`src/rtl/branch_feedback_tracker.sv`:
```
// In-order tracker for issued branch predictions: queues {pc, target, prediction}
// at fetch and emits one registered feedback beat per resolve, with mispredict and redirect.
package mips_core_pkg;
  typedef enum logic {
    NOT_TAKEN = 1'b0,
    TAKEN     = 1'b1
  } BranchOutcome;
endpackage

module branch_feedback_tracker
  import mips_core_pkg::*;
#(
  parameter int ADDR_WIDTH      = 32,
  parameter int DEPTH           = 4,
  parameter int FALLTHRU_OFFSET = 8
) (
  input  logic                         clk,
  input  logic                         rst,
  input  logic                         i_pred_valid,
  input  logic [ADDR_WIDTH-1:0]        i_pred_pc,
  input  logic [ADDR_WIDTH-1:0]        i_pred_target,
  input  BranchOutcome                 i_pred_prediction,
  output logic                         o_pred_ready,
  input  logic                         i_res_valid,
  input  BranchOutcome                 i_res_outcome,
  input  logic                         i_flush,
  output logic                         o_fb_valid,
  output logic [ADDR_WIDTH-1:0]        o_fb_pc,
  output BranchOutcome                 o_fb_prediction,
  output BranchOutcome                 o_fb_outcome,
  output logic                         o_mispredict,
  output logic [ADDR_WIDTH-1:0]        o_redirect_pc,
  output logic [$clog2(DEPTH+1)-1:0]   o_count,
  output logic                         o_err
);

  localparam int PTR_W = $clog2(DEPTH);
  localparam int CNT_W = $clog2(DEPTH+1);

  // Handshake: a prediction is taken on a clock edge where i_pred_valid && o_pred_ready;
  // o_pred_ready depends only on occupancy, so a same-cycle pop never frees a slot.
  // A resolve is taken on any edge with i_res_valid; it pops only if the queue is non-empty.

  logic [ADDR_WIDTH-1:0] pc_mem   [DEPTH];
  logic [ADDR_WIDTH-1:0] tgt_mem  [DEPTH];
  BranchOutcome          pred_mem [DEPTH];

  logic [PTR_W-1:0] head;
  logic [PTR_W-1:0] tail;
  logic [CNT_W-1:0] count;

  logic                  empty;
  logic                  pop;
  logic                  push_acc;
  logic                  mispredict_now;
  logic [ADDR_WIDTH-1:0] head_pc;
  logic [ADDR_WIDTH-1:0] head_tgt;
  BranchOutcome          head_pred;
  logic [ADDR_WIDTH-1:0] redirect_now;

  always_comb begin
    empty          = (count == '0);
    o_pred_ready   = (count != CNT_W'(DEPTH));
    head_pc        = pc_mem[head];
    head_tgt       = tgt_mem[head];
    head_pred      = pred_mem[head];
    mispredict_now = (head_pred != i_res_outcome);
    pop            = i_res_valid && !empty && !i_flush;
    // A mispredicted resolve squashes everything younger, including this cycle's push.
    push_acc       = i_pred_valid && o_pred_ready && !i_flush && !(pop && mispredict_now);
    redirect_now   = (i_res_outcome == TAKEN) ? head_tgt
                                              : head_pc + ADDR_WIDTH'(FALLTHRU_OFFSET);
  end

  always_ff @(posedge clk) begin
    if (!rst && push_acc) begin
      pc_mem[tail]   <= i_pred_pc;
      tgt_mem[tail]  <= i_pred_target;
      pred_mem[tail] <= i_pred_prediction;
    end
  end

  always_ff @(posedge clk) begin
    if (rst || i_flush || (pop && mispredict_now)) begin
      head  <= '0;
      tail  <= '0;
      count <= '0;
    end else begin
      if (push_acc) tail <= tail + 1'b1;
      if (pop)      head <= head + 1'b1;
      case ({push_acc, pop})
        2'b10:   count <= count + 1'b1;
        2'b01:   count <= count - 1'b1;
        default: count <= count;
      endcase
    end
  end

  // Feedback is a single-cycle beat; all fields return to zero when idle.
  always_ff @(posedge clk) begin
    if (rst || !pop) begin
      o_fb_valid      <= 1'b0;
      o_fb_pc         <= '0;
      o_fb_prediction <= NOT_TAKEN;
      o_fb_outcome    <= NOT_TAKEN;
      o_mispredict    <= 1'b0;
      o_redirect_pc   <= '0;
    end else begin
      o_fb_valid      <= 1'b1;
      o_fb_pc         <= head_pc;
      o_fb_prediction <= head_pred;
      o_fb_outcome    <= i_res_outcome;
      o_mispredict    <= mispredict_now;
      o_redirect_pc   <= redirect_now;
    end
  end

  always_ff @(posedge clk) begin
    if (rst) begin
      o_err <= 1'b0;
    end else if (i_res_valid && empty && !i_flush) begin
      o_err <= 1'b1;
    end
  end

  assign o_count = count;

endmodule

```
`config.mk`:
```
export PLATFORM = sky130hd
export DESIGN_NAME = branch_feedback_tracker
export DESIGN_NICKNAME = d
export VERILOG_FILES = /design/src/rtl/branch_feedback_tracker.sv
export SDC_FILE = /design/constraint.sdc
export NUM_CORES = 1
export LEC_CHECK = 0
export CAP_MARGIN = 40
export CORE_UTILIZATION = 50
export CTS_CLUSTER_SIZE = 25
export DETAILED_ROUTE_END_ITERATION = 10
export GPL_TIMING_DRIVEN = 0
export PLACE_DENSITY = 0.83
export SLEW_MARGIN = 10
export SYNTH_ARGS = -nofsm -noshare
export SYNTH_HDL_FRONTEND = slang
export SYNTH_SLANG_ARGS = --single-unit
```
`constraint.sdc`:
```
create_clock -name clk -period 11.2 [get_ports clk]
set_input_delay 2.24 -clock clk [delete_from_list [all_inputs] [get_ports clk]]
set_output_delay 2.24 -clock clk [all_outputs]
set_load 0.01 [all_outputs]
```
* Yosys cells after proc, flatten, opt, wreduce, memory -nomap -nowiden
Memories as Yosys holds them, arrays and structs flattened. A register that Yosys moved wholly into a read port is not among the register bits.
Cells that the tools add are included.
** Storage, ports and cells
- Output and inout bits :: 73
- Word-level logic and storage cells :: 52
- RAM bits :: 260
- Bits in registers :: 76
- Memories :: 3
- Input port bits :: 71
** Operators by class
- Reduce and logical (&&, ||, !) cells :: 19
- Add/sub/neg operators :: 5
- Equal/unequal tests :: 4
- Multiplexer cells :: 11
** Memory list
- pc_mem :: words 4, width 32, rd ports 1, clocked after Yosys merged registers in 1, wr ports 1, line 44 : logic [ADDR_WIDTH-1:0] pc_mem [DEPTH];
- tgt_mem :: words 4, width 32, rd ports 1, clocked after Yosys merged registers in 1, wr ports 1, line 45 : logic [ADDR_WIDTH-1:0] tgt_mem [DEPTH];
- pred_mem :: words 4, width 1, rd ports 1, clocked after Yosys merged registers in 1, wr ports 1, line 46 : BranchOutcome pred_mem [DEPTH];
** Operators with widths (number)
- $add 32x4->32 const B :: 1
- $mux 32 :: 1
- $mux 2 :: 6
- $logic_and 1x1->1 :: 9
- $pmux 3 s2 :: 1
- $logic_not 1->1 :: 5
- $add 2x1->2 const B :: 2
- $add 3x1->3 const B :: 1
- $logic_not 3->1 :: 1
- $logic_or 1x1->1 :: 3
- $mux 1 :: 3
- $ne 3x3->1 const B :: 1
- $sub 3x1->3 const B :: 1
- $eq 2x1->1 const B :: 1
- $eq 2x2->1 const B :: 1
- $reduce_bool 2->1 :: 1
- $ne 1x1->1 :: 1

* Depth between registers and ports, before layout
- Depth in word-level cells :: 10
- Depth in mapped cells :: 13
- Depth with buffers taken out :: 11

* Worst setup path after synthesis
OpenSTA, ideal clock, no wires.
- Path kind :: input -> register
- Start :: input i_res_outcome
- End :: memory pc_mem[0][0], enable pin
- Arrival :: 4.612 ns
- Slack :: 6.157 ns
- Data required time :: 10.770 ns
- Buffers on the path :: 1
- Cell stages on the path :: 7
- Setup time :: 0.430 ns
- Path through :: clkinv_1 -> xnor2_1 -> a21oi_1 -> nand2b_1 -> buf_2 -> nor2_1 -> and2_1
** Between the ends
- Longest elaborated chain between the ends :: 7
** RTL lines
- start: declaration :: line 25 : input BranchOutcome i_res_outcome,
- $ne 1x1->1 :: line 67 : mispredict_now = (head_pred != i_res_outcome);
- $logic_and 1x1->1 :: line 70 : push_acc = i_pred_valid && o_pred_ready && !i_flush && !(pop && mispredict_now);
- $logic_not 1->1 :: line 70
- $logic_and 1x1->1 :: line 70
- $logic_and 1x1->1 :: line 76 : if (!rst && push_acc) begin
- $mux 1 :: line 76
- $mux 1 (not written as such) :: line 77 : pc_mem[tail] <= i_pred_pc;
- end: declaration :: line 44
No other way between the ends.

* Worst setup path in the final report
- Start :: input i_res_outcome
- End :: memory tgt_mem[1][26], enable pin
** Between the ends
- Longest elaborated chain between the ends :: 7
** RTL lines
- $ne 1x1->1 :: line 67
- $logic_and 1x1->1 :: line 70
- $logic_not 1->1 :: line 70
- $logic_and 1x1->1 :: line 70
- $logic_and 1x1->1 :: line 76
- $mux 1 :: line 76
- $mux 1 (not written as such) :: line 78 : tgt_mem[tail] <= i_pred_target;
- end: declaration :: line 45
No other way between the ends.

==> impl_metrics.env <==
export IMPL_clock_sinks=338
export IMPL_synth_area_per_cell_um2=18.9
export IMPL_drtIter0Drc=525
export IMPL_layout_drive_gt1_share=0.155
export IMPL_cts_buffers=34
export IMPL_post_route_util=0.637
export IMPL_drv_cap=0
export IMPL_synthArstFlopShare=0
export IMPL_wirelength_um=26700
export IMPL_syn2layout_area_growth_pct=24.3
export IMPL_rsz0062_at_grt="false"
export IMPL_start_util=0.512
export IMPL_die_h_um=160
export IMPL_critPathKind="in -> reg"
export IMPL_sw_frac_of_total=0.193
export IMPL_vias=6582
export IMPL_drc=0
export IMPL_dp_hpwl_um=17700
export IMPL_die_area_mm2=0.0257
export IMPL_ios=144
export IMPL_die_w_um=160
export IMPL_path_max_fanout=34
export IMPL_synthTopCellsByArea="edfxtp_1, dfxtp_1, mux4_2"
export IMPL_skew_ps=17.5
export IMPL_cts_tree="done"
export IMPL_hold_viol=0
export IMPL_seq_power_share=0.530
export IMPL_post_route_min_period_ps=4890
export IMPL_setup_viol=0
export IMPL_clock_fmax_mhz=205
export IMPL_ant_nets=0
export IMPL_tightestPinTransition_ps=871
export IMPL_syn_nets=740
export IMPL_design_core_area_mm2=0.0245
export IMPL_leakage_uw=0.00506
export IMPL_intPower_uw=2080
export IMPL_yosysTopAreaCell="edfxtp_1"
export IMPL_cp_top_family="buffers and inverters"
export IMPL_port_buffers=143
export IMPL_p_per_area_mw_per_mm2=165
export IMPL_hold_buffers=0
export IMPL_clockPowerShare=0.437
export IMPL_grt_pass1_wl_um=40300
export IMPL_synth_ff_type="edfxtp_1"
export IMPL_postCtsSetupRepairBufs=0
export IMPL_r2r_slack_ps=7840
export IMPL_cts_resized=0
export IMPL_cts_root_buffer="clkbuf_16"
export IMPL_drtPass1Iterations=4
export IMPL_gp_congestion=0.768
export IMPL_antenna_cells=0
export IMPL_synth_distinct_cells=45
export IMPL_layout_commonest_cell="edfxtp_1"
export IMPL_yosysSeqAreaShare=0.748
export IMPL_track_usage=0.213
export IMPL_finalPower_uw=2580
export IMPL_combPwrFrac=0.034
export IMPL_synth_edf_count=260
export IMPL_synth_warnings=0
export IMPL_cp_required_ps=11390
export IMPL_start_kind="input pin"
export IMPL_maxSlewViolCount=0
export IMPL_crit_path_end_kind="flop"
export IMPL_fin_setup_tns_ps=0
export IMPL_ir_drop_v=0.000108
export IMPL_hp_class="reg -> reg"
export IMPL_grt_overflow=0
export IMPL_maxSlewHeadroom=0.420
export IMPL_cp_slowest_stage_delay_ps=630
export IMPL_final_cell_mix="edfxtp_1, clkdlybuf4s50_1, dfxtp_1"
export IMPL_antenna_found_initial=1
export IMPL_power_switching_uw=498
export IMPL_via_per_inst=5.51
export IMPL_outcome="finished clean"
export IMPL_yosysTopAreaCellShare=0.623
export IMPL_path_buf_inv=4
export IMPL_std_cell_rows=57
export IMPL_wl_per_cell_um=22.4
export IMPL_layout_nets=923
export IMPL_grt_max_degree=48
export IMPL_insertion_delay_ps=510
export IMPL_syn_inst=662
export IMPL_slowest_stage="clkdlybuf4s50_1"
export IMPL_period_share=0.437
export IMPL_clk_path_buf_depth=3
export IMPL_ys_ff_latch=338
export IMPL_htree_levels=2
export IMPL_cts_clk_slew_worst_paths_ps=60
export IMPL_cp_cell_sequence="clkdlybuf4s50_1 -> clkinv_1 -> xnor2_1 -> a21oi_1 -> nand2b_1 -> buf_2 -> nor2_1 -> and2_4 -> buf_12"
export IMPL_synthesis_area_mm2=0.0125
export IMPL_arrival_ps=5080
export IMPL_grt_pass1_vias=6951
-- routing by layer --
metal / GRT usage / share of wire / vias up
met2: 0.356 / 0.50 / 274
met4: 0.0719 / 0.023 / 0
met5: 0 / 0 / -
met3: 0.0527 / 0.079 / 50
met1: 0.275 / 0.40 / 3309
li1: - / - / 2949
-- flip-flops by register name, indices dropped and copies added, names as in the netlist, named ones only --
| name | cells |
|---|---|
| head | 2 |
| pred_mem | 4 |
| tgt_mem | 128 |
| o_err | 1 |
| o_fb_pc | 32 |
| o_redirect_pc | 32 |
| pc_mem | 128 |
| o_count | 3 |
| o_fb_outcome | 1 |
| o_fb_prediction | 1 |
| o_mispredict | 1 |
| o_fb_valid | 1 |
| tail | 2 |
-- per-stage QoR --
step           hold WS, ps  std cells  cell area [µm²]  setup WS (ps)
5_1_grt                553       1194            15600           6120
3_3_place_gp           469       1129            14400           3930
4_1_cts                498       1194            15600           6300
2_1_floorplan          485        662            12500           6160
6_report               487       1194            15600           6310
3_5_place_dp           473       1133            14500           5780
-- cells in the mapped netlist, types with 2 or more instances --
cell	number
edfxtp_1	260
dfxtp_1	78
mux4_2	51
nor2_1	35
and2_1	34
a21oi_1	20
o21ai_0	18
xor2_1	18
nand2_1	15
mux4_1	14
clkbuf_1	13
inv_1	13
xnor2_1	13
nand3_1	12
a211oi_1	8
nand4_1	7
buf_2	6
ha_1	6
nor3_1	4
a311oi_1	3
or3_1	3
a211oi_2	2
buf_12	2
buf_6	2
clkbuf_4	2
mux2i_1	2
nand2b_1	2
nand3_2	2
-- power groups by stage --
stage | clock network, µW | logic (µW) | registers [µW]
final | 1120 | 86.3 | 1360
after global routing | 1190 | 92.4 | 1360
after CTS | 1140 | 86.8 | 1360
after detailed placement | 0 | 85.9 | 1390
after global placement | 0 | 81.6 | 1390
after floorplan | 0 | 31.7 | 1390
-- area by class of cell --
type | instances | area [µm²]
Inverter | 14 | 52.6
Tap cell | 324 | 405
Fill cell | 1657 | 8880
Clock buffer | 43 | 916
Clock inverter | 18 | 199
Buffer | 28 | 183
Multi-Input combinational cell | 282 | 2940
Timing Repair Buffer | 147 | 1520
Sequential cell | 338 | 9370
-- worst register-to-register path, stage by stage (launching register included) --
cell      delay (ps)
dfxtp_1          380
buf_6            200
buf_12           170
mux4_2           540
xnor2_1          180
a21oi_1          210
nand2b_1          70
buf_2            170
nor2_1           250
and2_4           550
buf_12           310
-- kinds of logic after synthesis --
logic type | Yosys count | share of synthesized area
mux | 67 | 0.123
buf+inv | 42 | 0.0188
flops | 338 | 0.748
simple gates | 125 | 0.0570
xor+xnor | 31 | 0.0217
fa+ha+maj | 7 | 0.00759
compound gates | 52 | 0.0246
-- final timing paths --
| path | start | endpoint | cells past startpoint |
|---|---|---|---|
| max | i_res_outcome | tgt_mem[1][26]$_DFFE_PP_ | 9 |
| min | o_err$_SDFFE_PP0P_ | o_err$_SDFFE_PP0P_ | 2 |
| max reg2reg | flop | tgt_mem[1][26]$_DFFE_PP_ | 10 |
| min reg2reg | o_err$_SDFFE_PP0P_ | o_err$_SDFFE_PP0P_ | 2 |
Note: power is estimated with default switching activity, not from simulation.
